**src/rtl/cart_upload_tx.sv**
```systemverilog
// Cartridge upload producer: buffers the HPS ioctl stream and
// re-emits it as paced upload strobes, padding the cart window.
module cart_upload_tx #(
  parameter int          FIFO_AW    = 2,
  parameter int          CART_BYTES = 32768,
  parameter int          PACE       = 2,
  parameter logic [7:0]  FILL_BYTE  = 8'hFF
) (
  input  logic        clk,
  input  logic        reset_n,
  input  logic        ioctl_download,
  input  logic [7:0]  ioctl_index,
  input  logic        ioctl_wr,
  input  logic [24:0] ioctl_addr,
  input  logic [7:0]  ioctl_dout,
  output logic        ioctl_wait,
  output logic        upload,
  output logic [7:0]  upload_index,
  output logic [24:0] upload_addr,
  output logic [7:0]  upload_data,
  output logic        busy,
  output logic [15:0] cart_len,
  output logic        done,
  output logic        overrun
);

  localparam int DEPTH = 2 ** FIFO_AW;
  localparam logic [24:0]      CART_W = 25'(CART_BYTES);
  localparam logic [15:0]      CART_L = 16'(CART_BYTES);
  localparam logic [15:0]      LAST   = 16'(CART_BYTES - 1);
  localparam logic [3:0]       PACE_R = 4'(PACE - 1);
  localparam logic [FIFO_AW:0] FULL_C = (FIFO_AW + 1)'(DEPTH);
  localparam logic [FIFO_AW:0] HIGH_C = (FIFO_AW + 1)'(DEPTH - 1);
  localparam logic [FIFO_AW:0] ONE_C  = (FIFO_AW + 1)'(1);

  typedef enum logic [1:0] {IDLE, RECV, FILL, DONE} state_t;

  state_t state, state_nx;

  logic [22:0]        mem [DEPTH];
  logic [FIFO_AW-1:0] wr_ptr, rd_ptr;
  logic [FIFO_AW:0]   count;
  logic [3:0]         pace;
  logic               armed;
  logic [15:0]        fill_addr;

  logic        in_win, full, empty, wr_ok, push, push_mem;
  logic        strobe_rx, strobe_fill, fifo_pop, bypass, start;
  logic [24:0] addr_p1;
  logic [22:0] head;

  assign in_win      = ioctl_addr < CART_W;
  assign full        = count == FULL_C;
  assign empty       = count == '0;
  assign wr_ok       = state == RECV && ioctl_wr && in_win;
  assign push        = wr_ok && !full;
  assign strobe_rx   = pace == '0 && (!empty || push);
  assign fifo_pop    = strobe_rx && !empty;
  // an empty FIFO hands the incoming byte straight to the output
  assign bypass      = strobe_rx && empty;
  assign push_mem    = push && !bypass;
  assign head        = empty ? {ioctl_addr[14:0], ioctl_dout}
                             : mem[rd_ptr];
  assign strobe_fill = state == FILL && pace == '0;
  assign start       = state == IDLE && ioctl_download && armed;
  assign addr_p1     = ioctl_addr + 25'd1;

  assign ioctl_wait = count >= HIGH_C || state == FILL ||
                      state == DONE;
  assign busy       = state != IDLE;

  always_comb begin
    state_nx = state;
    unique case (state)
      IDLE: if (start) state_nx = RECV;
      RECV: begin
        if (!ioctl_download && empty && !push) begin
          if (upload_index == 8'd1 && cart_len < CART_L)
            state_nx = FILL;
          else
            state_nx = DONE;
        end
      end
      FILL: if (strobe_fill && fill_addr == LAST) state_nx = DONE;
      DONE: state_nx = IDLE;
    endcase
  end

  always_ff @(posedge clk) begin
    if (push_mem) mem[wr_ptr] <= {ioctl_addr[14:0], ioctl_dout};
  end

  always_ff @(posedge clk or negedge reset_n) begin
    if (!reset_n) begin
      state        <= IDLE;
      armed        <= 1'b0;
      wr_ptr       <= '0;
      rd_ptr       <= '0;
      count        <= '0;
      pace         <= '0;
      fill_addr    <= '0;
      upload       <= 1'b0;
      upload_index <= '0;
      upload_addr  <= '0;
      upload_data  <= '0;
      cart_len     <= '0;
      done         <= 1'b0;
      overrun      <= 1'b0;
    end else begin
      state <= state_nx;
      done  <= state_nx == DONE && state != DONE;

      if (!ioctl_download) armed <= 1'b1;
      else if (start)      armed <= 1'b0;

      if (start) begin
        upload_index <= ioctl_index;
        cart_len     <= '0;
      end else if (wr_ok && addr_p1 > {9'd0, cart_len}) begin
        cart_len <= 16'(addr_p1);
      end

      if (wr_ok && full) overrun <= 1'b1;

      if (push_mem) wr_ptr <= wr_ptr + 1'b1;
      if (fifo_pop) rd_ptr <= rd_ptr + 1'b1;
      unique case ({push_mem, fifo_pop})
        2'b10:   count <= count + ONE_C;
        2'b01:   count <= count - ONE_C;
        default: count <= count;
      endcase

      upload <= strobe_rx || strobe_fill;
      if (strobe_rx) begin
        upload_addr <= {10'd0, head[22:8]};
        upload_data <= head[7:0];
      end else if (strobe_fill) begin
        upload_addr <= 25'(fill_addr);
        upload_data <= FILL_BYTE;
      end

      if (strobe_rx || strobe_fill) pace <= PACE_R;
      else if (pace != '0)          pace <= pace - 4'd1;

      if (state == RECV && state_nx == FILL) fill_addr <= cart_len;
      else if (strobe_fill)                  fill_addr <= fill_addr + 16'd1;
    end
  end

endmodule

```
**config.mk**
```make
export PLATFORM = sky130hd
export DESIGN_NAME = cart_upload_tx
export DESIGN_NICKNAME = d
export VERILOG_FILES = /design/src/rtl/cart_upload_tx.sv
export SDC_FILE = /design/constraint.sdc
export NUM_CORES = 1
export LEC_CHECK = 0
export ABC_AREA = 1
export BUFFER_PORTS_ARGS = -buffer_cell sky130_fd_sc_hd__buf_2
export CAP_MARGIN = 20
export CORE_MARGIN = 1
export CORE_UTILIZATION = 47
export CTS_BUF_LIST = sky130_fd_sc_hd__clkbuf_4 sky130_fd_sc_hd__clkbuf_8 sky130_fd_sc_hd__clkbuf_16
export CTS_CLUSTER_SIZE = 24
export DETAILED_ROUTE_END_ITERATION = 10
export PLACE_DENSITY = 0.78
export SETUP_SLACK_MARGIN = 0.05
export SLEW_MARGIN = 10
export SYNTH_ARGS = -nofsm -noshare
export SYNTH_HDL_FRONTEND = slang
export SYNTH_SLANG_ARGS = --single-unit
```
**constraint.sdc**
```tcl
create_clock -name clk -period 7.9 [get_ports clk]
set_input_delay 0.79 -clock clk [delete_from_list [all_inputs] [get_ports clk]]
set_output_delay 0.79 -clock clk [all_outputs]
set_load 0.1 [all_outputs]
```
### After elaboration in Yosys (flattened, before gate mapping)

Memory sizes are Yosys's and may differ from the RTL's.
Index checks and enable logic that the tools add are counted.
W data, S select, Z words.

* flip-flop bits (word level): 90
* bits in writable memories: 92
* bits of input ports: 45
* output and inout port bits: 62
* word-level logic and storage cells: 96
* memories: 1

Memory list
* mem: words 4, bits a word 23, read ports 1, clocked after Yosys merged registers in 0, wr ports 1, RTL line 40 `logic [22:0] mem [DEPTH];`

* add/subtract/negate cells: 7
* $lt $le $gt $ge: 4
* equal/unequal tests: 12
* muxes and demuxes: 21
* reductions and logical operators: 37

Operators by type and width (number)
* $mux W16: 4
* $mux W25: 2
* $add A25 B1 Y25 const B: 1
* $gt A25 B16 Y1: 1
* $lt A25 B16 Y1 const B: 1
* $mux W23: 1
* $logic_and A1 B1 Y1: 18
* $add A16 B1 Y16 const B: 1
* $eq A16 B15 Y1 const B: 1
* $lt A16 B16 Y1 const B: 1
* $mux W8: 2
* $reduce_bool A2 Y1: 6
* $eq A2 B2 Y1 const B: 5
* $eq A8 B1 Y1 const B: 1
* $mux W4: 2
* $pmux W2 S4: 1
* $mux W2: 3
* $pmux W3 S2: 1
* $logic_not A1 Y1: 5
* $mux W1: 5
* $add A2 B1 Y2 const B: 2
* $eq A2 B1 Y1 const B: 2
* $logic_not A4 Y1: 1
* $logic_or A1 B1 Y1: 4
* other kinds (10): 10

### Depth between registers and ports, before layout

* depth in word-level cells: 11
* mapped depth: 18

### Least setup slack after synthesis

No wires, ideal clock.

* path type: input to register
* start point: input port ioctl_addr[0]
* end point: register cart_len[10]
* library setup time: 0.068 ns
* arrival time: 2.831 ns
* path slack: 5.001 ns
* stages on the path: 17
* path buffers: 1
* cells stage by stage: ha_1 > nand2_2 > nor2_8 > nand2_4 > nor2_4 > xor2_1 > ha_1 > nand2_1 > nor2_1 > a211oi_1 > nor2_1 > nor2_2 > nand3_4 > nand2_4 > buf_12 > nand3_2 > nand2_1

* longest elaborated chain between the ends: 4

Ends and longest elaborated chain
* start, declared: RTL line 14 `input logic [24:0] ioctl_addr,`
* $add A25 B1 Y25 or $lt A25 B16 Y1 (tied branches): RTL line 66, 52
* $gt A25 B16 Y1 or $logic_and A1 B1 Y1 (tied branches): RTL line 119, 55
* $logic_and A1 B1 Y1: RTL line 119 `end else if (wr_ok && addr_p1 > {9'd0, cart_len}) begin`
* $reduce_bool A2 Y1 (no source line)
* end signal, assigned: RTL line 120 `cart_len <= 16'(addr_p1);`
* end, declared: RTL line 22 `output logic [15:0] cart_len,`

Several ways; a longest one is shown, not always the timed one. The select of a mux whose other input is x is not followed.
A chain may end at the register's enable or synchronous reset.

### Final worst setup path

* start point: register state[1]
* end point: register upload_addr[7]

* longest elaborated chain between the ends: 7

Ends and longest elaborated chain
* start, declared: RTL line 38 `state_t state, state_nx;`
* start signal, assigned: RTL line 110 `state <= state_nx;`
* $eq A2 B1 Y1: RTL line 55 `assign wr_ok = state == RECV && ioctl_wr && in_win;`
* $logic_and A1 B1 Y1 (2 in series): RTL line 55
* $logic_and A1 B1 Y1: RTL line 56 `assign push = wr_ok && !full;`
* $logic_or A1 B1 Y1: RTL line 57 `assign strobe_rx = pace == '0 && (!empty || push);`
* $logic_and A1 B1 Y1: RTL line 57
* $mux W25 or $reduce_bool A2 Y1 (tied branches)
* end signal, assigned: RTL line 135 `upload_addr <= {10'd0, head[22:8]};`
* end signal, assigned: RTL line 138 `upload_addr <= 25'(fill_addr);`
* end, declared: RTL line 19 `output logic [24:0] upload_addr,`

Several ways; a longest one is shown, not always the timed one.

==> results.json <==
{
  "cts-buffers-inserted": 17,
  "ys.flop_type": "edfxtp_1",
  "relSlewSlack_pct": 42.2,
  "cpMostUsedCell": "nand2_1",
  "status": "complete, no violations",
  "whs_ns": 0.321,
  "grt_max_degree": 82,
  "cts_max_level": 4,
  "arrival_ns": 3.49,
  "gr-total-overflow": 0,
  "numPortBuffers": 97,
  "critPathMaxFanout": 20,
  "firstDrtPassIters": 5,
  "postSynthAreaPerCell_sq_um": 9.41,
  "syn2layout_area_growth_pct": 13.9,
  "ctsHoldBuffers": 0,
  "place.gp.congestion": 0.916,
  "dieHeight_um": 140,
  "cts_buffer_depth": 2,
  "timing.rr.start": "state[1]$_DFF_PN0_",
  "fin_crit_ns": 3.22,
  "critPathSlowestCell": "clkinv_1",
  "clkTransAtPathRegs_ns": 0.07,
  "drive_gt1_share_pct": 19.3,
  "critical-path-max-stage-delay_ns": 0.56,
  "avgViaCountPerCell": 5.56,
  "hold_viol": 0,
  "finalInstanceArea_sq_mm": 0.0101,
  "dpl_cell_area_sq_mm": 0.00952,
  "yosys.area.top_type": "edfxtp_1",
  "total_power_mw": 3.70,
  "die_area_sq_mm": 0.0195,
  "grt_pass1_vias": 6693,
  "postCtsSetupBuffers": 0,
  "start_kind": "flop",
  "fill_cells": 1576,
  "start_util_pct": 48.7,
  "synthesis.area_sq_mm": 0.00889,
  "netlist_instances": 945,
  "synth_top_area_share_pct": 31.1,
  "setup_violations": 0,
  "grt_util_all_layers_pct": 23.4,
  "num_vias": 7115,
  "instances_no_fill": 1279,
  "tns_ns": 0,
  "core-area_sq_mm": 0.0183,
  "fmax_mhz": 311,
  "wirelength_um": 21800,
  "report.final.slew_viol_count": 0,
  "ys_seq_area_share_pct": 53.9,
  "rsz0062_at_grt": "no",
  "die_x_um": 140,
  "cts_tree": "done",
  "grt_pass1_wl_um": 35100,
  "num_io_pins": 107,
  "synth_area_leaders": "edfxtp_1, dfrtp_1, nand2_1",
  "min_path_type": "input port to asynchronous set/reset pin",
  "drt-initial-drc-count": 660,
  "ys_warn_count": 0,
  "leakagePower_nw": 4.32,
  "use_met1_pct": 31.3,
  "r2r_end": "upload_addr[7]$_DFFE_PN0N_",
  "wl_per_cell_um": 17.0,
  "min_period_over_period_pct": 40.7,
  "path_class": "flop to flop",
  "antenna_found_initial": 0,
  "ys_seq_elements": 173,
  "core.rowCount": 49,
  "synth-edff-count": 92,
  "use_met3_pct": 5.26,
  "drc_errors": 0,
  "synth_cell_types": 51,
  "cts.sinks": 173,
  "rr_worst_depth": 10,
  "cap_violations": 0,
  "utilization_pct": 55.4,
  "dpl.hpwl_um": 14700,
  "clock_skew_ns": 0.0123,
  "pre_cts_ws_ns": 4.30,
  "finalNetCount": 1106,
  "clk_latency_ns": 0.43,
  "setup_slack_ns": 4.68,
  "worstSetupEndpointType": "flop",
  "cts_resized": 0,
  "root_buffer": "clkbuf_16",
  "dp_cells": 1245,
  "met2_usage_pct": 37.5,
  "tightest_slew_ns": 0.861,
  "ir_drop_mv": 0.270,
  "worstPathCellList": "inv_1 > nand2_1 > nor2_1 > nand2_1 > nand2_1 > nand2_1 > nand2_2 > clkinv_1 > nand2_1 > o221ai_1",
  "power_density_mw_per_mm2": 365,
  "async_flop_share_pct": 46.8,
  "antenna_left": 0,
  "crit_required_ns": 8.17,
  "top_usage_layer": "met2",
  "rrSetupSlack_ns": 4.68
}
critical path: cells and delay by family, from the launching register on:
kind | cells | cell delay [ns]
simple gates | 7 | 1.80
buf+inv | 2 | 0.73
flops | 1 | 0.38
compound gates | 1 | 0.13
how the worst max path moves through the flow:
stage,start,to,slack (ns),depth (start not counted)
final,state[1]$_DFF_PN0_,upload_addr[7]$_DFFE_PN0N_,4.68,10
after global routing,state[1]$_DFF_PN0_,upload_addr[7]$_DFFE_PN0N_,4.42,10
after CTS,state[1]$_DFF_PN0_,upload_addr[7]$_DFFE_PN0N_,4.71,10
after detailed placement,ioctl_addr[1],cart_len[0]$_DFFE_PN0P_,4.30,16
after global placement,ioctl_addr[1],cart_len[3]$_DFFE_PN0P_,4.32,16
after floorplan,ioctl_addr[0],cart_len[10]$_DFFE_PN0P_,5.00,17
flip-flops by register name (all words and copies together), names as in the netlist, 2 cells and up:
name and count:
cart_len 16, count 3, fill_addr 16, mem 92
pace 4, rd_ptr 2, state 2, upload_addr 16
upload_data 8, upload_index 8, wr_ptr 2
synthesized netlist by cell type, drive strengths merged, types with 12 or more instances:
| cell type | instances |
|---|---|
| dfrtp | 81 |
| nor2 | 119 |
| o21ai | 59 |
| nand3 | 94 |
| edfxtp | 92 |
| o22ai | 15 |
| a21oi | 43 |
| or2 | 12 |
| buf | 16 |
| nand2 | 194 |
| xor2 | 21 |
| inv | 81 |
| ha | 24 |
| clkbuf | 24 |
cells by family (layout without fill, tap and decap cells):
logic type                 Yosys count  count (layout)  synth area share (%)
xor gates and xnor gates            27              27                  2.66
DFF                                173             173                  53.9
buffers and inverters              124             220                  6.19
adders and majority gates           25              25                  3.60
other                                1              10                0.0422
AOI/OAI and AO/OA                  148             148                  9.77
and+or+nand+nor                    447             447                  23.9
metal layers:
metal | share of wire (%) | wire length, um | up-vias
met5 | 0 | 0 | -
met4 | 2.2 | 486 | 0
met3 | 7.8 | 1710 | 42
met2 | 48 | 10400 | 314
met1 | 42 | 9210 | 3371
li1 | - | - | 3388
layout by cell type (no fill, tap or decap), drive strengths merged, types with 3 or more instances in the layout:
cell    synthesis  final
nand2         194    194
nor2          119    119
buf            16    104
nand3          94     94
edfxtp         92     92
inv            81     90
dfrtp          81     81
o21ai          59     59
a21oi          43     43
ha             24     24
xor2           21     21
clkbuf         24     18
o22ai          15     15
or2            12     12
o221ai         11     11
nor3           10     10
conb            1      9
a221oi          8      8
clkinv          3      8
nand4           7      7
xnor2           6      6
nand3b          6      6
o311ai          3      3
o211ai          3      3
nor4            3      3
cell type report:
class                      count  area [sq um]  area share (%)
clock inverter                14           140            1.38
multi-input combinational    656          3590            35.5
sequential                   173          4790            47.3
tap                          229           287            2.83
antenna                        1          2.50          0.0247
timing repair buffer         104           561            5.54
inverter                      84           315            3.11
clock buffer                  18           439            4.34
where the power goes:
group	internal, mW	switching, mW	total (mW)
sequential	1.11	0.138	1.24
clock	0.428	0.388	0.816
combinational	0.348	1.29	1.64
total	1.88	1.82	3.70
(Power assumes the default switching activity.)
